**config.mk**
```make
export PLATFORM = sky130hd
export DESIGN_NAME = div_arbiter
export DESIGN_NICKNAME = d
export VERILOG_FILES = /design/src/rtl/div_arbiter.sv
export SDC_FILE = /design/constraint.sdc
export NUM_CORES = 1
export LEC_CHECK = 0
export CAP_MARGIN = 40
export CORE_MARGIN = 5
export CORE_UTILIZATION = 35
export CTS_BUF_LIST = sky130_fd_sc_hd__clkbuf_4 sky130_fd_sc_hd__clkbuf_8
export DETAILED_ROUTE_END_ITERATION = 8
export PLACE_DENSITY = 0.76
export SYNTH_ARGS = -nofsm -noshare
export SYNTH_HDL_FRONTEND = slang
export SYNTH_SLANG_ARGS = --single-unit
```
**constraint.sdc**
```tcl
create_clock -name clk -period 5.26 [get_ports clk]
set_clock_uncertainty 0.15 [all_clocks]
set_input_delay 1.052 -clock clk [delete_from_list [all_inputs] [get_ports clk]]
set_output_delay 1.052 -clock clk [all_outputs]
set_load 0.01 [all_outputs]
```
**src/rtl/div_arbiter.sv**
```systemverilog
// div_arbiter: round-robin sharing of one 32-bit divider between NREQ requesters
module div_arbiter #(
    parameter int NREQ    = 2,
    parameter int TIMEOUT = 127
) (
    input  logic               clk,
    input  logic               reset,
    input  logic [NREQ-1:0]    req,
    input  logic [32*NREQ-1:0] req_a,
    input  logic [32*NREQ-1:0] req_b,
    input  logic [NREQ-1:0]    req_divs,
    input  logic [NREQ-1:0]    req_rem,
    output logic [NREQ-1:0]    ack,
    output logic [NREQ-1:0]    done,
    output logic [31:0]        result,
    output logic               res_zero,
    output logic               res_neg,
    output logic               res_dz,
    output logic               res_err,
    output logic               busy,
    output logic [31:0]        div_a,
    output logic [31:0]        div_b,
    output logic               div_divs,
    output logic               div_rem,
    output logic               div_go,
    input  logic [31:0]        div_c,
    input  logic               div_zero,
    input  logic               div_neg,
    input  logic               div_available
);
    localparam int LW = $clog2(NREQ);
    localparam int CW = $clog2(TIMEOUT + 1);

    typedef enum logic [1:0] {IDLE, ISSUE, WAIT, DONE} state_t;

    state_t          state, state_n;
    logic [LW-1:0]   last, g;
    logic [CW-1:0]   cnt;
    logic            any, tmo, finish;
    int              idx;

    assign any    = |req;
    assign busy   = state != IDLE;
    assign tmo    = cnt == CW'(TIMEOUT - 1);
    assign finish = state == WAIT && (div_available || tmo);

    // round-robin pick: first requester after the last grant, lowest distance wins
    always_comb begin
        g   = last;
        idx = 0;
        for (int i = NREQ; i >= 1; i--) begin
            idx = int'(last) + i;
            if (idx >= NREQ) idx = idx - NREQ;
            if (req[LW'(idx)]) g = LW'(idx);
        end
    end

    // next-state sequencing through one divide transaction
    always_comb begin
        state_n = state;
        case (state)
            IDLE:    state_n = any ? ISSUE : IDLE;
            ISSUE:   state_n = WAIT;
            WAIT:    state_n = finish ? DONE : WAIT;
            default: state_n = IDLE;
        endcase
    end

    // state register
    always_ff @(posedge clk) begin
        if (reset) state <= IDLE;
        else       state <= state_n;
    end

    // operand capture, handshake pulses, wait timer and result latching
    always_ff @(posedge clk) begin
        if (reset) begin
            ack      <= '0;
            done     <= '0;
            div_go   <= 1'b0;
            div_a    <= '0;
            div_b    <= '0;
            div_divs <= 1'b0;
            div_rem  <= 1'b0;
            last     <= LW'(NREQ - 1);
            cnt      <= '0;
            result   <= '0;
            res_zero <= 1'b0;
            res_neg  <= 1'b0;
            res_dz   <= 1'b0;
            res_err  <= 1'b0;
        end else begin
            ack    <= '0;
            done   <= '0;
            div_go <= 1'b0;
            cnt    <= state == WAIT ? cnt + 1'b1 : '0;
            if (state == IDLE && any) begin
                div_a    <= req_a[32*g +: 32];
                div_b    <= req_b[32*g +: 32];
                div_divs <= req_divs[g];
                div_rem  <= req_rem[g];
                ack      <= NREQ'(1) << g;
                div_go   <= 1'b1;
                last     <= g;
            end
            if (finish) begin
                result   <= div_available ? div_c : '0;
                res_zero <= div_available & div_zero;
                res_neg  <= div_available & div_neg;
                res_dz   <= div_b == '0;
                res_err  <= ~div_available;
                done     <= NREQ'(1) << last;
            end
        end
    end
endmodule
```
==> results of run 1 <==
[worst min path at each step]
stage | from | endpoint | slack [ns] | depth (start not counted)
after floorplan | cnt[0]$_SDFF_PP0_ | cnt[0]$_SDFF_PP0_ | 0.29 | 1
after global placement | cnt[0]$_SDFF_PP0_ | cnt[0]$_SDFF_PP0_ | 0.31 | 1
after detailed placement | cnt[0]$_SDFF_PP0_ | cnt[0]$_SDFF_PP0_ | 0.33 | 1
after CTS | cnt[0]$_SDFF_PP0_ | cnt[0]$_SDFF_PP0_ | 0.35 | 1
after global routing | result[0]$_SDFFE_PP0P_ | result[0]$_SDFFE_PP0P_ | 0.37 | 2
final | cnt[0]$_SDFF_PP0_ | cnt[0]$_SDFF_PP0_ | 0.34 | 1
[worst reg2reg max path, delay by kind of cell, from the launching register on]
kind / cells / cell delay (ns)
compound gates: 2 / 0.54
flops: 1 / 0.32
buf+inv: 2 / 0.69
fa+ha+maj: 1 / 0.31
simple gates: 1 / 0.21
[layout by cell type (no fill, tap or decap), types with 4 or more instances in the layout]
master           synthesis  routed
nor2_1                   8       8
dfxtp_1                117     117
nand2_1                 37      37
clkbuf_8                 0      22
nor4_1                   8       8
o211ai_1                34      34
clkdlybuf4s50_1          0     278
a221o_1                 66      66
inv_1                    5       5
buf_4                    0       6
ha_1                     5       5
clkinv_2                 0       5
nand3_1                  4       4
and3_1                  67      66
a21oi_1                 36      36
[power breakdown]
part           internal (mW)  switching, mW
combinational          0.497          0.373
clock                  0.534          0.351
sequential              1.03         0.0972
[layout make-up]
type,instances,area (sq um)
Antenna cell,1,2.50
Clock buffer,23,310
Clock inverter,9,123
Fill cell,1045,4760
Inverter,6,22.5
Multi-Input combinational cell,289,2000
Sequential cell,117,2340
Tap cell,172,215
Timing Repair Buffer,287,2890
[synth_stat cells, types with 3 or more instances]
master and count:
nand2_1 37, nor2_1 8, nor4_1 8, buf_2 5
clkbuf_1 40, buf_6 3, o211ai_1 34, nand4_1 3
inv_1 5, nor3_1 3, ha_1 5, a221o_1 66
and3_1 67, nand3_1 4, dfxtp_1 117, a21oi_1 36
[registers in the layout, summed over array words and instances, names as in the netlist, 2 cells and up]
signal  flops
done        2
ack         2
cnt         7
state       2
result     32
div_a      32
div_b      32
[layer usage]
metal,share of wire (%),vias up
met1,37,2260
met3,11,39
met4,3.3,0
met5,0,-
met2,49,248
li1,-,2289
[logic make-up (layout without fill, tap and decap cells)]
logic type | after synthesis | count (layout) | synth area share, %
compound gates | 145 | 145 | 25.5
simple gates | 135 | 135 | 15.9
flops | 117 | 117 | 51.4
buf+inv | 54 | 325 | 5.08
fa+ha+maj | 5 | 5 | 1.37
xor+xnor | 4 | 4 | 0.769
other cells | 0 | 1 | 0
==> impl_metrics.env, run 1 <==
export IMPL_finalCritPeriodShare_pct=56.2
export IMPL_drive_above_1_share_pct=6.16
export IMPL_avgRoutedWirePerCell_um=19.5
export IMPL_critPathArrivalTime_ns=1.75
export IMPL_ys_flop_type="dfxtp_1"
export IMPL_power_leakage_nw=3.11
export IMPL_crit_start="state[0]$_SDFF_PP0_"
export IMPL_yosysTopAreaCellShare_pct=51.4
export IMPL_placed_area_sq_um=7470
export IMPL_max_stage_delay_ns=0.54
export IMPL_initial_core_util_pct=36.0
export IMPL_path_cells="inv_1 > ha_1 > inv_1 > clkdlybuf4s50_1"
export IMPL_drt_wl_total_mm=17.6
export IMPL_reg2reg_from="state[0]$_SDFF_PP0_"
export IMPL_cp_slowest_cell="clkdlybuf4s50_1"
export IMPL_path_buf_inv=3
export IMPL_fin_area_sq_um=7910
export IMPL_die_height_um=124
export IMPL_clkSinkCount=117
export IMPL_die_w_um=124
export IMPL_use_met1_pct=23.9
export IMPL_fin_util_pct=62.4
export IMPL_postCtsSetupRepairBufs=0
export IMPL_viasPerCell=5.35
export IMPL_postSynthAreaPerCell_sq_um=9.91
export IMPL_cp_depth=4
export IMPL_cpMostUsedCell="inv_1"
export IMPL_synthTopCellsByArea="dfxtp_1, a221o_1, and3_1"
export IMPL_ctsRootBufferMaster="clkbuf_8"
export IMPL_synth_largest_area_cell="dfxtp_1"
export IMPL_place_gp_congestion=0.776
export IMPL_syn_area_sq_um=4560
export IMPL_htreeDepth=4
export IMPL_critPathCaptureType="primary output"
export IMPL_ios=279
export IMPL_placed_cells=871
export IMPL_setup_viol=0
export IMPL_drv_cap=0
export IMPL_die_area_sq_um=15400
export IMPL_crit_type="register to primary output"
export IMPL_antenna_found_initial=1
export IMPL_grt_setup_unrepaired="no"
export IMPL_fmax_mhz=338
export IMPL_core_area_sq_um=12700
export IMPL_dr_pass1_iters=4
export IMPL_cts_clk_slew_worst_paths_ns=0.07
export IMPL_fin_nets=894
export IMPL_finalSetupTns_ns=0
export IMPL_status="finished, final reports clean"
export IMPL_place_ws_ns=1.98
export IMPL_areaGrowthSynthToFinish_pct=73.5
export IMPL_grt_pass1_wl_mm=26.4
export IMPL_synth_edf_count=0
export IMPL_pwr_density_cell_nw_per_um2=365
export IMPL_route_detailed_drc=0
export IMPL_postLayoutSetupSlackWorst_ns=2.30
export IMPL_critPathCapture="busy"
export IMPL_grt_pass1_vias=5148
export IMPL_path_max_fanout=3
export IMPL_syn_nets=636
export IMPL_ys_async_sr_fraction_pct=0
export IMPL_hp_class="register to register"
export IMPL_cts_tree="yes"
export IMPL_grt_max_degree=70
export IMPL_dr_total_vias=4836
export IMPL_postRouteAntennaNets=0
export IMPL_dp_hpwl_mm=12.9
export IMPL_r2r_end="div_a[10]$_SDFFE_PP0P_"
export IMPL_drtIter0Drc=338
export IMPL_cts_made_buffers=17
export IMPL_power_mw=2.88
export IMPL_crit_path_start_kind="register"
export IMPL_grtUsageMet3_pct=9.54
export IMPL_fin_cells=904
export IMPL_grt_util_all_layers_pct=22.3
export IMPL_met2_usage_pct=38.4
export IMPL_reg2reg_depth=6
export IMPL_yosysSeqAreaShare_pct=51.4
export IMPL_ys_ff_latch=117
export IMPL_insertion_delay_ns=0.42
export IMPL_io_buffers=278
export IMPL_yosysWarnings=0
export IMPL_ctsHoldBuffers=0
export IMPL_relSlewSlack_pct=50.3
export IMPL_worstPathRequired_ns=4.06
export IMPL_slew_viol_final=0
export IMPL_grt_overflow_total=0
export IMPL_hold_viol_final=0
export IMPL_num_rows=41
export IMPL_clk_path_buf_depth=2
export IMPL_r2r_slack_ns=2.99
export IMPL_timing_hold_ws_ns=0.342
export IMPL_vdd_drop_max_uv=183
export IMPL_critical_path_top_delay_family="buffers and inverters"
export IMPL_cts_resized=0
export IMPL_tightest_slew_ns=0.746
export IMPL_period_needed_ns=2.96
export IMPL_synth_cell_types=30
export IMPL_synthCells=460
export IMPL_top_usage_layer="met2"
(Power assumes the default switching activity.)
==> inputs of run 2 (changes only) <==
Settings changed: PLACE_DENSITY 0.76 to 0.8.
Clock period 5.26 ns to 2.7 ns, I/O delays scaled along.
==> run 2 against run 1 <==
Critical path type unchanged. Cell count down 0.11%. Clock-buffer cell count unchanged. Hold slack better by 0.0027 ns. Routed wire length up 2.3%. Critical path depth unchanged. Clock power up 88%. Register-to-register slack worse by 2.2 ns. Utilization about the same. Design area about the same. Die area unchanged. Total power up 93%.
==> impl_metrics.env, run 2 (synthesized netlist as in run 1, its figures left out) <==
export IMPL_top_usage_layer="met2"
export IMPL_relSlewSlack_pct=69.5
export IMPL_die_w_um=124
export IMPL_worstPathRequired_ns=2.01
export IMPL_placed_cells=873
export IMPL_hold_viol_final=0
export IMPL_place_gp_congestion=0.876
export IMPL_met2_usage_pct=39.3
export IMPL_crit_path_start_kind="register"
export IMPL_n_fill_cell=1048
export IMPL_cts_clk_slew_worst_paths_ns=0.07
export IMPL_slew_viol_final=0
export IMPL_critPathCaptureType="primary output"
export IMPL_tightest_slew_ns=0.453
export IMPL_path_max_fanout=3
export IMPL_critPathArrivalTime_ns=1.77
export IMPL_setup_viol=0
export IMPL_fin_cells=903
export IMPL_postRouteAntennaNets=0
export IMPL_power_mw=5.57
export IMPL_areaGrowthSynthToFinish_pct=73.5
export IMPL_initial_core_util_pct=36.0
export IMPL_dr_total_vias=4896
export IMPL_drive_above_1_share_pct=6.16
export IMPL_status="finished, final reports clean"
export IMPL_fin_util_pct=62.4
export IMPL_route_detailed_drc=0
export IMPL_largestRegisters="div_a (32), div_b (32), result (32)"
export IMPL_dp_hpwl_mm=13.3
export IMPL_use_met1_pct=25.6
export IMPL_vdd_drop_max_uv=346
export IMPL_dr_pass1_iters=5
export IMPL_viasPerCell=5.42
export IMPL_fin_area_sq_um=7910
export IMPL_core_area_sq_um=12700
export IMPL_grt_max_degree=68
export IMPL_avgRoutedWirePerCell_um=19.9
export IMPL_finalCritPeriodShare_pct=91.0
export IMPL_layout_commonest_cell="clkdlybuf4s50_1"
export IMPL_antenna_cells=0
export IMPL_period_needed_ns=2.46
export IMPL_postCtsSetupRepairBufs=0
export IMPL_power_leakage_nw=3.10
export IMPL_cts_resized=0
export IMPL_grtUsageMet3_pct=7.54
export IMPL_crit_type="register to primary output"
export IMPL_htreeDepth=4
export IMPL_ctsHoldBuffers=0
export IMPL_pwr_density_cell_nw_per_um2=704
export IMPL_regArea_sq_um=2340
export IMPL_postLayoutSetupSlackWorst_ns=0.243
export IMPL_insertion_delay_ns=0.43
export IMPL_drv_cap=0
export IMPL_fin_nets=896
export IMPL_drtIter0Drc=313
export IMPL_place_ws_ns=0.313
export IMPL_num_rows=41
export IMPL_timing_hold_ws_ns=0.344
export IMPL_grt_pass1_wl_mm=26.8
export IMPL_multi_input_area_sq_um=2000
export IMPL_clk_path_buf_depth=2
export IMPL_grt_util_all_layers_pct=22.7
export IMPL_drt_wl_total_mm=18.0
export IMPL_ctsRootBufferMaster="clkbuf_8"
export IMPL_finalSetupTns_ns=0
export IMPL_fmax_mhz=407
export IMPL_grt_pass1_vias=5053
export IMPL_die_height_um=124
export IMPL_ios=279
export IMPL_cts_tree="yes"
export IMPL_io_buffers=278
export IMPL_die_area_sq_um=15400
export IMPL_clkSinkCount=117
export IMPL_cts_made_buffers=17
export IMPL_placed_area_sq_um=7500
export IMPL_grt_setup_unrepaired="no"
export IMPL_hp_class="register to register"
export IMPL_grt_overflow_total=0
export IMPL_antenna_found_initial=0
export IMPL_final_cell_mix="clkdlybuf4s50_1, dfxtp_1, and3_1, a221o_1, nand2_1"
-- run 2: cell count changes in the layout (fill, tap and decap cells not counted) --
| cell | before | now |
|---|---|---|
| bufinv_16 | 3 | 2 |
| diode_2 | 1 | 0 |
| buf_16 | 1 | 0 |
| clkbuf_4 | 1 | 0 |
| buf_12 | 1 | 4 |
| clkinvlp_4 | 1 | 4 |
| buf_8 | 1 | 0 |
| clkbuf_8 | 22 | 23 |
| buf_4 | 6 | 7 |
| clkinv_2 | 5 | 1 |
-- run 2: cell type report --
cell class	instances	area share (%)
multi-input combinational	289	25.3
clock inverter	7	1.20
tap	172	2.72
inverter	6	0.285
clock buffer	23	4.00
sequential	117	29.6
timing repair buffer	289	36.9
-- run 2: power by group --
| part | internal (mW) | leakage, nW | total (mW) | switching [mW] |
|---|---|---|---|---|
| logic | 0.985 | 1.94 | 1.70 | 0.715 |
| registers | 2.01 | 0.957 | 2.20 | 0.195 |
| clock network | 0.957 | 0.198 | 1.66 | 0.706 |
-- run 2: per-layer routing --
metal	wire length (um)	up-vias
met5	0	-
met4	559	0
met3	1670	44
met2	9020	257
met1	6760	2309
li1	-	2286
-- run 2: final timing paths --
kind,start,endpoint,slack [ns],cells past startpoint
max reg2reg,state[0]$_SDFF_PP0_,div_b[8]$_SDFFE_PP0P_,0.77,6
max,state[0]$_SDFF_PP0_,busy,0.24,4
min reg2reg,cnt[0]$_SDFF_PP0_,cnt[0]$_SDFF_PP0_,0.34,1
min,cnt[0]$_SDFF_PP0_,cnt[0]$_SDFF_PP0_,0.34,1
-- run 2: worst max-delay path, cell delays in order, from the launching register on --
cell and delay (ns):
dfxtp_1 0.34, inv_1 0.07, ha_1 0.27, inv_1 0.10, clkdlybuf4s50_1 0.57
